--- src/rtl/rsa_modexp_ctrl.sv ---
// rsa_modexp_ctrl
// Constant-time modular exponentiation: result = base^exp mod modulus.
// Right-to-left square-and-multiply, sequencing one shared bit-serial
// interleaved modular multiplier (W cycles per multiply).
//
// Ports:
//   clk      in   rising-edge clock
//   rst_n    in   asynchronous active-low reset
//   start    in   request pulse, sampled only while idle
//   base     in   W-bit base (any value, reduced internally)
//   exp      in   W-bit exponent
//   modulus  in   W-bit modulus n
//   busy     out  high from the cycle after start is accepted until the cycle after done
//   done     out  one-cycle pulse, result/err valid from this cycle
//   result   out  W-bit base^exp mod modulus, held until the next done
//   err      out  set with done when modulus < 2
module rsa_modexp_ctrl #(
  parameter int W = 8
) (
  input  logic         clk,
  input  logic         rst_n,
  input  logic         start,
  input  logic [W-1:0] base,
  input  logic [W-1:0] exp,
  input  logic [W-1:0] modulus,
  output logic         busy,
  output logic         done,
  output logic [W-1:0] result,
  output logic         err
);

  localparam int CW = (W > 1) ? $clog2(W) : 1;

  typedef enum logic [2:0] {
    ST_IDLE   = 3'd0,
    ST_REDUCE = 3'd1,
    ST_MUL    = 3'd2,
    ST_SQR    = 3'd3,
    ST_FIN    = 3'd4
  } state_t;

  state_t         state_r;
  logic [W-1:0]   base_r;
  logic [W-1:0]   exp_r;
  logic [W-1:0]   n_r;
  logic [W-1:0]   b_r;
  logic [W-1:0]   r_r;
  logic [W-1:0]   acc_r;
  logic [CW-1:0]  cnt_r;
  logic [CW-1:0]  bit_idx_r;
  logic           busy_r;
  logic           done_r;
  logic [W-1:0]   result_r;
  logic           err_r;

  logic [W-1:0]   a_sel_s;
  logic [W-1:0]   m_sel_s;
  logic [CW-1:0]  m_idx_s;
  logic           m_bit_s;
  logic [W-1:0]   step_s;
  logic           last_s;

  // One cycle of the interleaved multiplier. The intermediate sum needs W+1
  // bits (2*acc or acc+a can reach 2n-2); the return value is always < n.
  function automatic logic [W-1:0] modmul_step(input logic [W-1:0] acc,
                                               input logic [W-1:0] a,
                                               input logic [W-1:0] n,
                                               input logic         mb);
    logic [W:0] t;
    logic [W:0] nn;
    nn = {1'b0, n};
    t  = {acc, 1'b0};
    if (t >= nn) begin
      t = t - nn;
    end else begin
      t = t;
    end
    if (mb) begin
      t = t + {1'b0, a};
      if (t >= nn) begin
        t = t - nn;
      end else begin
        t = t;
      end
    end else begin
      t = t;
    end
    return t[W-1:0];
  endfunction

  // Operand selection for the shared multiplier and its single-step result.
  always_comb begin
    a_sel_s = {W{1'b0}};
    m_sel_s = {W{1'b0}};
    case (state_r)
      ST_REDUCE: begin
        // base mod n computed as 1 * base, so base may exceed n.
        a_sel_s = {{(W-1){1'b0}}, 1'b1};
        m_sel_s = base_r;
      end
      ST_MUL: begin
        a_sel_s = b_r;
        m_sel_s = r_r;
      end
      ST_SQR: begin
        a_sel_s = b_r;
        m_sel_s = b_r;
      end
      default: begin
        a_sel_s = {W{1'b0}};
        m_sel_s = {W{1'b0}};
      end
    endcase
    m_idx_s = CW'(W-1) - cnt_r;
    m_bit_s = m_sel_s[m_idx_s];
    step_s  = modmul_step(acc_r, a_sel_s, n_r, m_bit_s);
    last_s  = (cnt_r == CW'(W-1));
  end

  // Control FSM, datapath registers and registered outputs.
  always_ff @(posedge clk or negedge rst_n) begin
    if (!rst_n) begin
      state_r   <= ST_IDLE;
      base_r    <= {W{1'b0}};
      exp_r     <= {W{1'b0}};
      n_r       <= {W{1'b0}};
      b_r       <= {W{1'b0}};
      r_r       <= {W{1'b0}};
      acc_r     <= {W{1'b0}};
      cnt_r     <= {CW{1'b0}};
      bit_idx_r <= {CW{1'b0}};
      busy_r    <= 1'b0;
      done_r    <= 1'b0;
      result_r  <= {W{1'b0}};
      err_r     <= 1'b0;
    end else begin
      case (state_r)
        ST_IDLE: begin
          done_r <= 1'b0;
          if (start) begin
            base_r    <= base;
            exp_r     <= exp;
            n_r       <= modulus;
            acc_r     <= {W{1'b0}};
            cnt_r     <= {CW{1'b0}};
            bit_idx_r <= {CW{1'b0}};
            busy_r    <= 1'b1;
            if (modulus < W'(2)) begin
              state_r <= ST_FIN;
            end else begin
              state_r <= ST_REDUCE;
            end
          end else begin
            busy_r <= 1'b0;
          end
        end
        ST_REDUCE: begin
          cnt_r <= cnt_r + CW'(1);
          if (last_s) begin
            b_r     <= step_s;
            r_r     <= {{(W-1){1'b0}}, 1'b1};
            acc_r   <= {W{1'b0}};
            state_r <= ST_MUL;
          end else begin
            acc_r <= step_s;
          end
        end
        ST_MUL: begin
          cnt_r <= cnt_r + CW'(1);
          if (last_s) begin
            // Multiply always runs; the product is only kept for set bits.
            if (exp_r[bit_idx_r]) begin
              r_r <= step_s;
            end else begin
              r_r <= r_r;
            end
            acc_r   <= {W{1'b0}};
            state_r <= ST_SQR;
          end else begin
            acc_r <= step_s;
          end
        end
        ST_SQR: begin
          cnt_r <= cnt_r + CW'(1);
          if (last_s) begin
            b_r   <= step_s;
            acc_r <= {W{1'b0}};
            if (bit_idx_r == CW'(W-1)) begin
              // r is final already (SQR never touches it): finish here.
              done_r   <= 1'b1;
              result_r <= r_r;
              err_r    <= 1'b0;
              state_r  <= ST_IDLE;
            end else begin
              bit_idx_r <= bit_idx_r + CW'(1);
              state_r   <= ST_MUL;
            end
          end else begin
            acc_r <= step_s;
          end
        end
        ST_FIN: begin
          // Only reached for modulus < 2.
          done_r   <= 1'b1;
          result_r <= {W{1'b0}};
          err_r    <= 1'b1;
          state_r  <= ST_IDLE;
        end
        default: begin
          state_r <= ST_IDLE;
          busy_r  <= 1'b0;
          done_r  <= 1'b0;
        end
      endcase
    end
  end

  assign busy   = busy_r;
  assign done   = done_r;
  assign result = result_r;
  assign err    = err_r;

endmodule

--- config.mk ---
export PLATFORM = sky130hd
export DESIGN_NAME = rsa_modexp_ctrl
export DESIGN_NICKNAME = d
export VERILOG_FILES = /design/src/rtl/rsa_modexp_ctrl.sv
export SDC_FILE = /design/constraint.sdc
export NUM_CORES = 1
export LEC_CHECK = 0
export CORE_ASPECT_RATIO = 2
export CORE_UTILIZATION = 40
export CTS_CLUSTER_SIZE = 24
export DETAILED_ROUTE_END_ITERATION = 7
export DONT_BUFFER_PORTS = 1
export HOLD_SLACK_MARGIN = 0.12
export PLACE_DENSITY = 0.62
export SETUP_SLACK_MARGIN = 0.1
export SLEW_MARGIN = 20
export SYNTH_ARGS = -nofsm -noshare
export SYNTH_HDL_FRONTEND = slang
export SYNTH_SLANG_ARGS = --single-unit
--- constraint.sdc ---
create_clock -name clk -period 6.12 [get_ports clk]
set_clock_uncertainty 0.2 [all_clocks]
set_input_delay 0 -clock clk [delete_from_list [all_inputs] [get_ports clk]]
set_output_delay 0 -clock clk [all_outputs]
set_load 0.1 [all_outputs]
# Word-level counts from Yosys, hierarchy flattened
# Index checks and enable logic that the tools add are counted.
# W data, S select, Z words.
dict set report totals {
  word_cells 95
  out_inout_bits 11
  register_bits 68
}
dict set report classes {
  addsub 6
  muxes 39
  n_eq_ne 13
  order_cmp 5
  n_reduce_logical 18
  bitwise 1
}
# operator n
set ops {}
lappend ops {{$mux W8} 9}
lappend ops {{$pmux W8 S2} 4}
lappend ops {{$mux W3} 8}
lappend ops {{$pmux W8 S3} 1}
lappend ops {{$ge A9 B8 Y1} 2}
lappend ops {{$ne A2 B2 Y1 const B} 7}
lappend ops {{$pmux W3 S2} 2}
lappend ops {{$pmux W3 S4} 1}
lappend ops {{$reduce_and A4 Y1} 3}
lappend ops {{$add A9 B8 Y9} 1}
lappend ops {{$eq A3 B3 Y1 const B} 3}
lappend ops {{$mux W9} 1}
lappend ops {{$sub A9 B8 Y9} 1}
lappend ops {{$lt A3 B4 Y1 const B} 2}
lappend ops {{$lt A8 B2 Y1 const B} 1}
lappend ops {{$reduce_bool A2 Y1} 4}
lappend ops {{$sub A8 B8 Y8} 1}
lappend ops {{$mux W1} 7}
lappend ops {{$add A3 B1 Y3 const B} 2}
lappend ops {{$bmux W1 S3} 2}
lappend ops {{$eq A3 B2 Y1 const B} 2}
lappend ops {{$reduce_and A2 Y1} 3}
lappend ops {{$reduce_and A3 Y1} 2}
lappend ops {{$reduce_or A2 Y1} 3}
lappend ops {{other kinds (9)} 10}

# Logic depth before layout (Yosys ltp)
# Gate-level depths: netlist (run 1).
dict set report logic_depth {
  ltp_word 10
  mapped_depth 22
  mapped_depth_nobuf 22
}

# Worst setup path after synthesis (run 1)
# No wires, ideal clock.
dict set report synth_timing {
  kind {reg-to-reg}
  startpoint {register n_r[1]}
  endpoint {register b_r[7]}
  synth_period_minus_slack_ns 5.220
  slack_ns 0.900
  arrival_time_ns 4.896
  n_path_buf 0
  path_stages_with_launch 21
  required_ns 5.795
  setup_time_ns 0.125
  cell_sequence {dfrtp_1 -> inv_1 -> ha_1 -> ha_1 -> o41ai_2 -> a21oi_1 -> nor4_2 -> mux2i_1 -> inv_1 -> ha_1 -> a21oi_1 -> o211ai_1 -> o41ai_1 -> xnor2_1 -> ha_1 -> a41o_1 -> and3b_1 -> mux2_2 -> mux2i_1 -> mux2_4 -> mux2_2}
}
dict set report synth_between {
  elab_chain_len 6
  word_cells_on_any_way 8
}
# item line_no
set synth_lines {}
lappend synth_lines {{start, declared} 45} ;# logic [W-1:0] n_r;
lappend synth_lines {{start signal, assigned} 126} ;# n_r <= {W{1'b0}};
lappend synth_lines {{start signal, assigned} 143} ;# n_r <= modulus;
lappend synth_lines {{$sub A9 B8 Y9 or $ge A9 B8 Y1 (tied branches)} {74, 73}}
lappend synth_lines {{$mux W9} 73} ;# if (t >= nn) begin
lappend synth_lines {{$add A9 B8 Y9} 79} ;# t = t + {1'b0, a};
lappend synth_lines {{$sub A8 B8 Y8 or $ge A9 B8 Y1 (tied branches)} {81, 80}}
lappend synth_lines {{$mux W8} 80} ;# if (t >= nn) begin
lappend synth_lines {{$mux W8 (*)} 78} ;# if (mb) begin
lappend synth_lines {{end signal, assigned} 127} ;# b_r <= {W{1'b0}};
lappend synth_lines {{end signal, assigned} 160} ;# b_r <= step_s;
lappend synth_lines {{end signal, assigned} 186} ;# b_r <= step_s;
lappend synth_lines {{end, declared} 46} ;# logic [W-1:0] b_r;
# Mark *: on every way between the ends. The rest lies on a longest branch, timed or not.
# A chain may end at the register's enable or synchronous reset.

# Worst setup path after layout (run 1)
dict set report layout_timing {
  startpoint {register n_r[1]}
  endpoint {register b_r[6]}
}
# The elaborated chain is that of the path after synthesis.

==> results of run 1 <==
[cell usage after synthesis, drive strengths merged (4+ instances only)]
cell type   n
mux2i       8
a21oi      23
or3         4
nand3       7
clkbuf     14
xnor2      12
and3        4
mux2       32
a22o       10
ha         29
o221ai      4
nand4       6
nor2       23
o21a        4
and2        7
nor2b       6
dfrtp      68
buf         5
a221oi      4
nand3b      5
o211ai      4
nand2b      6
nand2      50
a21o        4
nor3        4
a31oi       7
inv        28
o21ai      43
[stage by stage]
| step | worst slack (ps) | power [W] |
|---|---|---|
| 2_1_floorplan | 900 | 0.000458 |
| 3_3_place_gp | 65.5 | 0.000458 |
| 3_5_place_dp | 8.65 | 0.000458 |
| 4_1_cts | 179 | 0.000967 |
| 5_1_grt | 69.5 | 0.000987 |
| 6_report | 251 | 0.000959 |
[sequential cells by signal (all words and copies together), names as in the netlist]
register / cells
done: 1
bit_idx_r: 3
busy: 1
n_r: 8
b_r: 8
cnt_r: 3
state_r: 3
acc_r: 8
result: 8
r_r: 8
base_r: 8
err: 1
exp_r: 8
[critical path, delay by kind of cell, from the launching register on]
kind            cells  cell delay, ps
mux                 3            1020
xor+xnor            1             180
fa+ha+maj           4            1210
flops               1             400
compound gates      6            1280
buf+inv             1             150
simple gates        5            1260
[what timing repair did]
action | CTS | global route
gates resized for setup | 2 | 5
endpoints found under the hold margin | 99 | 0
setup endpoints to repair | 3 | 18
hold buffers | 43 | 0
[power breakdown]
| group | switching [W] | internal (W) |
|---|---|---|
| combinational | 0.0000127 | 0.0000154 |
| clock | 0.000206 | 0.000275 |
| sequential | 0 | 0.000450 |
[routing by layer]
metal / vias up / GRT usage [%]
li1: 1784 / -
met1: 1888 / 23.5
met2: 88 / 47.2
met3: 51 / 2.65
met4: 0 / 22.1
met5: - / 0
[logic make-up after synthesis]
kind of cell,after synthesis
AND/OR/NAND/NOR,135
adder cells (fa/ha/maj),32
flip-flops,68
buffers and inverters,47
XOR/XNOR,15
AO/OA/AOI/OAI,126
multiplexers,42
[worst max path at each step]
stage / to / slack [ps]
after floorplan: b_r[7] / 900
after global placement: r_r[1] / 70
final: b_r[6] / 250
after global routing: r_r[1] / 70
after detailed placement: r_r[1] / 9
after CTS: b_r[1] / 180
[cell type report]
type	instances	area, sq um	area share, %
well taps	140	175	3.24
flip-flops and latches	68	1700	31.5
clock inverters	7	52.6	0.972
clock buffers	9	225	4.16
multi-input cells	350	2600	48.1
repair buffers	54	548	10.1
inverters	28	105	1.94
==> run metrics, run 1 <==
Antenna Violating Nets Remaining 0; final setup violation count 0; Post-synth EDFFs 0; post-detailed-route wirelength per cell just over 20 um; Longest Clk Path Bufs 2; DRC Markers 0; fin nets 570; max incr delay on CP approximately 540 ps; Synth Area in Compound Gates a little under a fifth; Async SR Flop Fraction 100%; GRT overflow 0; largest family of logic cells by synthesized area compound AO/OA/AOI/OAI gates; TNS Setup 0 ps; cell taking the most area after synthesis dfrtp_1; Crit Path Category flip-flop to flip-flop; clock root cell clkbuf_16; CTS tree yes; crit end category flip-flop; layout cells sized above 1 15.5%; routed via count roughly 3,800; hold slack 146 ps; filler cell count 1,016; fin cells 656; Peak Freq approximately 170 MHz; Period minus WS final 5870 ps; Site Rows 54; worst skew pair latency about 330 ps; Worst R2R Setup Slack 250 ps; Slowest cell on crit path or4_4; Slew Viols, Final 0; ranking of synthesized cells by area dfrtp_1 38%, ha_1 8.2%, mux2_2 7.3%, o21ai_0 4.8%, nand2_1 4.2%; htree depth 3; post-synthesis sequential area ratio between 30% and 40%; FF-to-FF path depth 20; CP dominant cell by count ha_1; CTS clk-pin slew, worst paths roughly 60 ps; leading cell type in the layout, fill and taps excluded dfrtp_1; run status finished clean; Cell Area, Placed approximately 0.0046 sq mm; Worst VDD drop ~0.14 mV; Placed Cells between 500 and 600; final core occ between 40% and 50%; Fin. Hold Viols 0; total length of routed wires 13,300 um; Starting Density slightly above 40%; hpwl dp between 10,000 and 15,000 um; Final Cycle Share a little over nine tenths; Setup Fix Bufs, Post-CTS 0; Area Overhead vs Synth 21.6%; Worst Path Max Fanout 5; Yosys reg bits 68; Slew @ Worst Pin between 900 and 1000 ps; WHS Path Cells 2; R2R Path End b_r[6]; port bufs 0; adder-cell share of the synthesized area under 10%; initial antenna violation count 0; 1st-iter DRT viols 180; Yosys top cell area share 38.3%; Pwr Density roughly 180 mW/mm^2; ys flop type dfrtp_1; Arr. time, crit path ~6000 ps; height of the die 151 um; Ports 38; Worst R2R Start n_r[1]; detailed-route wire length on metal 1 4500 um; post-synthesis area per instance ~9.6 sq um; RSZ-0062 raised after global routing yes; Core Area 0.0109 sq mm; Synth Area in XOR/XNOR 2.95%; WHS Endpoint base_r[7]; Leakage 2.44 nW; highest routed layer met4; clock sink count 68; Worst setup SP type flip-flop; DRT Pass-1 Iters 4; Max Cap Viol 0; cell area after synthesis approximately 0.0044 sq mm; critical path, cell by cell inv_1 -> ha_1 -> ha_1 -> o41ai_2 -> a21oi_1 -> or4_4 -> mux2_2 -> ha_1 -> o211ai_1 -> a21oi_1 -> nor2_1 -> xnor2_2 -> ha_1 -> and3_1 -> a41o_1 -> and3b_1 -> mux2_2 -> nand2b_1 -> mux2i_2 -> o221ai_1; die footprint about 0.012 sq mm; vias in the first global route 4,099; Hold Crit Start base[7]; Synth Warn # 0; multiplexer share of the synthesized area around 11%; Post-Synth Simple-Gate Area about 15%; ANT cells 0; Netlist cell types 62; hold crit path type input pin to flip-flop; Tot GR Track Use between 20% and 30%; wire length on met3 between 200 and 300 um; drt via density ~5.8; relative max-transition margin a little under two fifths; commonest cells after routing, fill and taps aside 68 x dfrtp_1, 50 x nand2_1, 42 x o21ai_0; Routability Congestion ~1.1; fin area roughly 0.0054 sq mm; global-route wire length before repair around 22,000 um; Gate Count Post-Synth approximately 470; Syn Nets between 500 and 600; Crit path required time a little over 6000 ps; met2 wire len 7390 um; CP Launch Point n_r[1]; pin count of the biggest net entering global routing 69; Die W ~77 um; CTS Buf Count 9
Note: power is estimated with default switching activity, not from simulation.
==> run 2, diff against run 1 <==
--- a/config.mk
+++ b/config.mk
@@ -6,4 +6,5 @@
 export NUM_CORES = 1
 export LEC_CHECK = 0
+export ABC_AREA = 1
 export CORE_ASPECT_RATIO = 2
 export CORE_UTILIZATION = 40
--- a/constraint.sdc
+++ b/constraint.sdc
@@ -3,3 +3,3 @@
 set_input_delay 0 -clock clk [delete_from_list [all_inputs] [get_ports clk]]
 set_output_delay 0 -clock clk [all_outputs]
-set_load 0.1 [all_outputs]
+set_load 0.05 [all_outputs]
==> run 2 against run 1 <==
Net effect:
- synthesized area is 2.6% higher
- via count is 16% higher
- first-iteration DRC count is 5.0% lower
- routed wire length is 9.1% higher
- count of clock-buffer cells in the layout is 1 higher
- sequential share of layout area is 0.84 points lower
- non-clock buffer count stayed put
- synthesized cell count is 36% higher
- flip-flop and latch count stayed put
- critical path type unchanged
- critical endpoint is now acc_r[3]
==> run metrics, run 2 <==
run status finished clean (unchanged); Routability Congestion 0.942 (was 1.10); Area Overhead vs Synth 21.8% (was 21.6%); DRT Pass-1 Iters 5 (was 4); worst skew pair latency 340 ps (was 330 ps); Crit path required time 6150 ps (was 6100 ps); die footprint 0.0119 sq mm (was 0.0116 sq mm); final setup violation count 0 (unchanged); routed via count 4,422 (was 3,811); Antenna Violating Nets Remaining 0 (unchanged); total length of routed wires 14,500 um (was 13,300 um); 1st-iter DRT viols 171 (was 180); ys flop type dfrtp_1 (unchanged); DRC Markers 0 (unchanged); CTS clk-pin slew, worst paths 60 ps (about the same); post-detailed-route wirelength per cell 17.5 um (was 20.3 um); Worst R2R Setup Slack 590 ps (was 250 ps); Arr. time, crit path 5560 ps (was 5850 ps); Post-synth EDFFs 0 (unchanged); cell taking the most area after synthesis dfrtp_1 (unchanged); drt via density 5.33 (was 5.81); pre-CTS setup slack 554 ps (was 8.65 ps); met3 track demand over resource 3.34% (was 2.65%); Slew Viols, Final 0 (unchanged); grt peak-use layer met2 (unchanged); crit end category flip-flop (unchanged); area of the multi-input gates 0.00248 sq mm (was 0.00260 sq mm); register area 0.00170 sq mm (unchanged); post-synthesis sequential area ratio 37.3% (was 38.3%); RSZ-0062 raised after global routing no (was yes); clock root cell clkbuf_16 (unchanged); CTS Buf Count 9 (unchanged); Yosys reg bits 68 (unchanged); vias in the first global route 4,655 (was 4,099); leading cell type in the layout, fill and taps excluded nand2_1 (was dfrtp_1); fin nets 743 (was 570); Worst setup SP type flip-flop (unchanged); Longest Clk Path Bufs 2 (unchanged); relative max-transition margin 41.4% (was 37.6%); synth cell count leaders 213 x nand2_1, 79 x inv_1, 68 x dfrtp_1 (was 68 x dfrtp_1, 50 x nand2_1, 43 x o21ai_0); clock sink count 68 (unchanged); Worst Path Max Fanout 13 (was 5); layout cells sized above 1 5.37% (was 15.5%); port bufs 0 (unchanged); Slew @ Worst Pin 876 ps (was 936 ps); Max Cap Viol 0 (unchanged); Synth Warn # 0 (unchanged); Peak Freq 181 MHz (was 170 MHz); Crit Path Category flip-flop to flip-flop (unchanged); global-route wire length before repair 23,100 um (was 21,600 um); Period minus WS final 5530 ps (was 5870 ps); Die W 77.5 um (was 76.6 um); TNS Setup 0 ps (unchanged); initial antenna violation count 0 (unchanged); hpwl dp 11,000 um (was 10,100 um); cell area after synthesis 0.00456 sq mm (was 0.00445 sq mm); ANT cells 0 (unchanged); Async SR Flop Fraction 100% (unchanged); met1 GRT Util 23.5% (about the same); ranking of synthesized cells by area dfrtp_1 37%, nand2_1 18%, ha_1 7.9%, nand3_1 7.0%, inv_1 6.5% (was dfrtp_1 38%, ha_1 8.2%, mux2_2 7.3%, o21ai_0 4.8%, nand2_1 4.2%); height of the die 153 um (was 151 um); Setup Fix Bufs, Post-CTS 0 (unchanged); CTS tree yes (unchanged); fin worst setup slack 586 ps (was 251 ps); hold crit path type input pin to flip-flop (unchanged); Fin. Hold Viols 0 (unchanged); commonest cells after routing, fill and taps aside 213 x nand2_1, 79 x inv_1, 68 x dfrtp_1 (was 68 x dfrtp_1, 50 x nand2_1, 42 x o21ai_0); cell with the most instances after synthesis nand2_1 (was dfrtp_1); Core Area 0.0110 sq mm (was 0.0109 sq mm); Yosys top cell area share 37.3% (was 38.3%); Gate Count Post-Synth 632 (was 465); htree depth 3 (unchanged); Site Rows 54 (unchanged); post-synthesis area per instance 7.22 sq um (was 9.57 sq um); Final Cycle Share 90.4% (was 95.9%); Starting Density 41.4% (was 40.9%); GRT overflow 0 (unchanged); Netlist cell types 35 (was 62); hold slack 125 ps (was 146 ps); pin count of the biggest net entering global routing 69 (unchanged); Ports 38 (unchanged); Syn Nets 691 (was 524); filler cell count 1,053 (was 1,016); Tot GR Track Use 26.0% (was 25.0%); GRT met2 Usage 50.1% (was 47.2%)
## run 2: worst max-delay path, stage by stage (launching register included)
cell,delay [ps]
dfrtp_1,430
ha_1,400
nand2_1,90
nor2_1,90
nand2_1,60
nand3_1,150
nand2_1,70
nand2_1,270
inv_1,220
nor2_1,180
ha_1,270
inv_1,120
fa_1,410
inv_1,70
nand3_1,60
nand2_1,140
a31oi_1,140
xnor2_2,320
ha_1,370
a21oi_1,200
nand3_1,130
nand2_2,180
nand3_1,260
nand2_1,130
nand3_1,180
nand3_1,170
o21ai_1,80
## run 2: final timing paths
check	from	endpoint	cells after the start
setup / recovery	acc_r[2]	acc_r[3]	26
hold / removal	modulus[0]	n_r[0]	3
setup reg to reg	acc_r[2]	acc_r[3]	26
hold reg to reg	exp_r[7]	exp_r[7]	2
max in group asynchronous	rst_n	acc_r[6]	4
min in group asynchronous	rst_n	n_r[7]	4
## run 2: repair_timing
action	CTS	global route
hold endpoints to repair	99	0
endpoints found under the setup margin	0	3
hold buffers	53	0
gates resized for setup	0	1
## run 2: layer usage
| metal | wire length [um] | up-vias |
|---|---|---|
| met5 | 0 | - |
| met4 | 1100 | 0 |
| met3 | 315 | 55 |
| met2 | 8200 | 100 |
| met1 | 4940 | 2111 |
| li1 | - | 2156 |
## run 2: final cells by class
cell class,count,share of cell area [%]
Sequential cell,68,30.6
Multi-Input combinational cell,469,44.7
Timing Repair Buffer,54,10.3
Clock inverter,6,1.60
Tap cell,140,3.15
Clock buffer,10,4.12
Inverter,82,5.54
## run 2: kinds of logic (layout without fill, tap and decap cells)
logic type / after synthesis / after routing / synth area share, %
buf+inv: 95 / 152 / 8.50
compound gates: 85 / 85 / 10.2
xor+xnor: 16 / 16 / 3.07
fa+ha+maj: 32 / 32 / 9.27
simple gates: 336 / 336 / 31.7
flops: 68 / 68 / 37.3
## run 2: metrics by stage
step                utilization, %  std cells  area, sq um
finish                        50.5        829         5560
global route                  50.5        829         5560
CTS                           50.4        829         5550
detailed placement            42.4        760         4670
global placement              42.4        760         4670
floorplan                        -        632         4560
Power of run 2 is left out: the tool's default activity adds up to more than one toggle a clock period on the data nets, which glitch-free logic cannot reach.
==> run 3, diff against run 2 <==
clock period = 6.7 ns   (was 6.12 ns; I/O delays follow)
==> run 3 against run 2 <==
Net effect:
- routed wire length is 0.23% lower
- worst setup slack better by 430 ps
- sequential share of layout area is 0.24 points higher
- global-route usage is 0.24 points lower
- critical endpoint unchanged
- first-iteration DRC count is 33% higher
- utilization is 0.39 points lower
- via count is 0.79% lower
- non-clock buffer count is 8 lower
- critical path type unchanged
- worst hold slack worse by 31 ps
==> run metrics, run 3 (synthesis gave the netlist of run 2 again) <==
Routability Congestion 0.942 (about the same); CTS clk-pin slew, worst paths 60 ps (about the same); Ports 38 (unchanged); routed via count 4,387 (was 4,422); Crit path max-delay family simple AND/OR/NAND/NOR gates (unchanged); Longest Clk Path Bufs 2 (unchanged); DRC Markers 0 (unchanged); Core Area 0.0110 sq mm (unchanged); Peak Freq 176 MHz (was 181 MHz); total length of routed wires 14,500 um (about the same); Die W 77.5 um (unchanged); Max Cap Viol 0 (unchanged); max incr delay on CP 430 ps (about the same); Slowest cell on crit path xnor2_1 (was dfrtp_1); hold crit path type input pin to asynchronous set/reset pin (was input pin to flip-flop); final setup violation count 0 (unchanged); Slew Viols, Final 0 (unchanged); relative max-transition margin 40.9% (was 41.4%); drt via density 5.35 (was 5.33); Antenna Violating Nets Remaining 0 (unchanged); GRT overflow 0 (unchanged); Crit path required time 6720 ps (was 6150 ps); TNS Setup 0 ps (unchanged); filler cell count 1,084 (was 1,053); vias in the first global route 4,595 (was 4,655); Cell Area, Placed 0.00467 sq mm (unchanged); commonest cells after routing, fill and taps aside 213 x nand2_1, 79 x inv_1, 68 x dfrtp_1 (unchanged); fin nets 735 (was 743); Starting Density 41.4% (unchanged); post-detailed-route wirelength per cell 17.7 um (was 17.5 um); Site Rows 54 (unchanged); layout cells sized above 1 5.29% (was 5.37%); port bufs 0 (unchanged); height of the die 153 um (unchanged); die footprint 0.0119 sq mm (unchanged); CTS tree yes (unchanged); global-route wire length before repair 23,000 um (was 23,100 um); clock root cell clkbuf_16 (unchanged); fin area 0.00552 sq mm (was 0.00556 sq mm); RSZ-0062 raised after global routing no (unchanged); Fin. Hold Viols 0 (unchanged); ANT cells 0 (unchanged); Setup Fix Bufs, Post-CTS 0 (unchanged); buffers plus inverters on the worst setup path 3 (unchanged); Worst setup SP type flip-flop (unchanged); area of the multi-input gates 0.00247 sq mm (was 0.00248 sq mm); run status finished clean (unchanged); hpwl dp 11,000 um (about the same); worst skew pair latency 340 ps (about the same); Crit Path Category flip-flop to flip-flop (unchanged); initial antenna violation count 0 (unchanged); crit end category flip-flop (unchanged); 1st-iter DRT viols 227 (was 171); register area 0.00170 sq mm (unchanged); DRT Pass-1 Iters 4 (was 5); CTS Buf Count 9 (unchanged); Worst Path Max Fanout 13 (unchanged); Arr. time, crit path 5700 ps (was 5560 ps); pin count of the biggest net entering global routing 69 (unchanged); Tot GR Track Use 25.8% (was 26.0%); Area Overhead vs Synth 20.8% (was 21.8%); clock sink count 68 (unchanged); htree depth 3 (unchanged); Final Cycle Share 84.8% (was 90.4%); leading cell type in the layout, fill and taps excluded nand2_1 (unchanged); Period minus WS final 5680 ps (was 5530 ps); Slew @ Worst Pin 883 ps (was 876 ps)
## run 3: stage by stage
step / cells / setup slack, ps / util (%) / hold WS, ps
after floorplan: 632 / 2540 / - / -496
after global placement: 760 / 1150 / 42.4 / -494
after detailed placement: 760 / 1140 / 42.4 / -494
after CTS: 820 / 1100 / 50.1 / 121
after global routing: 820 / 556 / 50.1 / 126
final: 820 / 1020 / 50.1 / 94.1
## run 3: layout make-up
type / instances / share of cell area (%)
Clock buffer: 9 / 4.08
Sequential cell: 68 / 30.9
Timing Repair Buffer: 46 / 8.94
Multi-Input combinational cell: 469 / 44.9
Tap cell: 140 / 3.18
Inverter: 82 / 5.58
Clock inverter: 6 / 2.50
## run 3: worst min-delay path, cell delays in order
cell and delay (ps):
dlygate4sd3_1 610, buf_16 130, buf_16 300
## run 3: what timing repair did
action / 4_1_cts / 5_1_grt
hold buffers: 45 / 0
gates resized for setup: 0 / 0
hold endpoints to repair: 99 / 0
## run 3: worst paths after layout
path,start,endpoint,slack [ps],depth (start not counted)
worst max-delay path,acc_r[2],acc_r[3],1020,26
worst min-delay path,rst_n,exp_r[2],90,3
worst max register to register,acc_r[2],acc_r[3],1020,26
worst min register to register,base_r[3],base_r[3],310,2
max in group asynchronous,rst_n,acc_r[2],5910,3
min in group clk,base[3],base_r[3],130,3
## run 3: metal layers
layer  vias up  routed length (um)  GRT usage [%]
met5         -                   0              0
met4         0                 978           18.8
met3        54                 338           3.16
met2       115                8240           49.8
met1      2087                4960           23.7
li1       2131                   -              -
Power of run 3 is left out for the same reason.
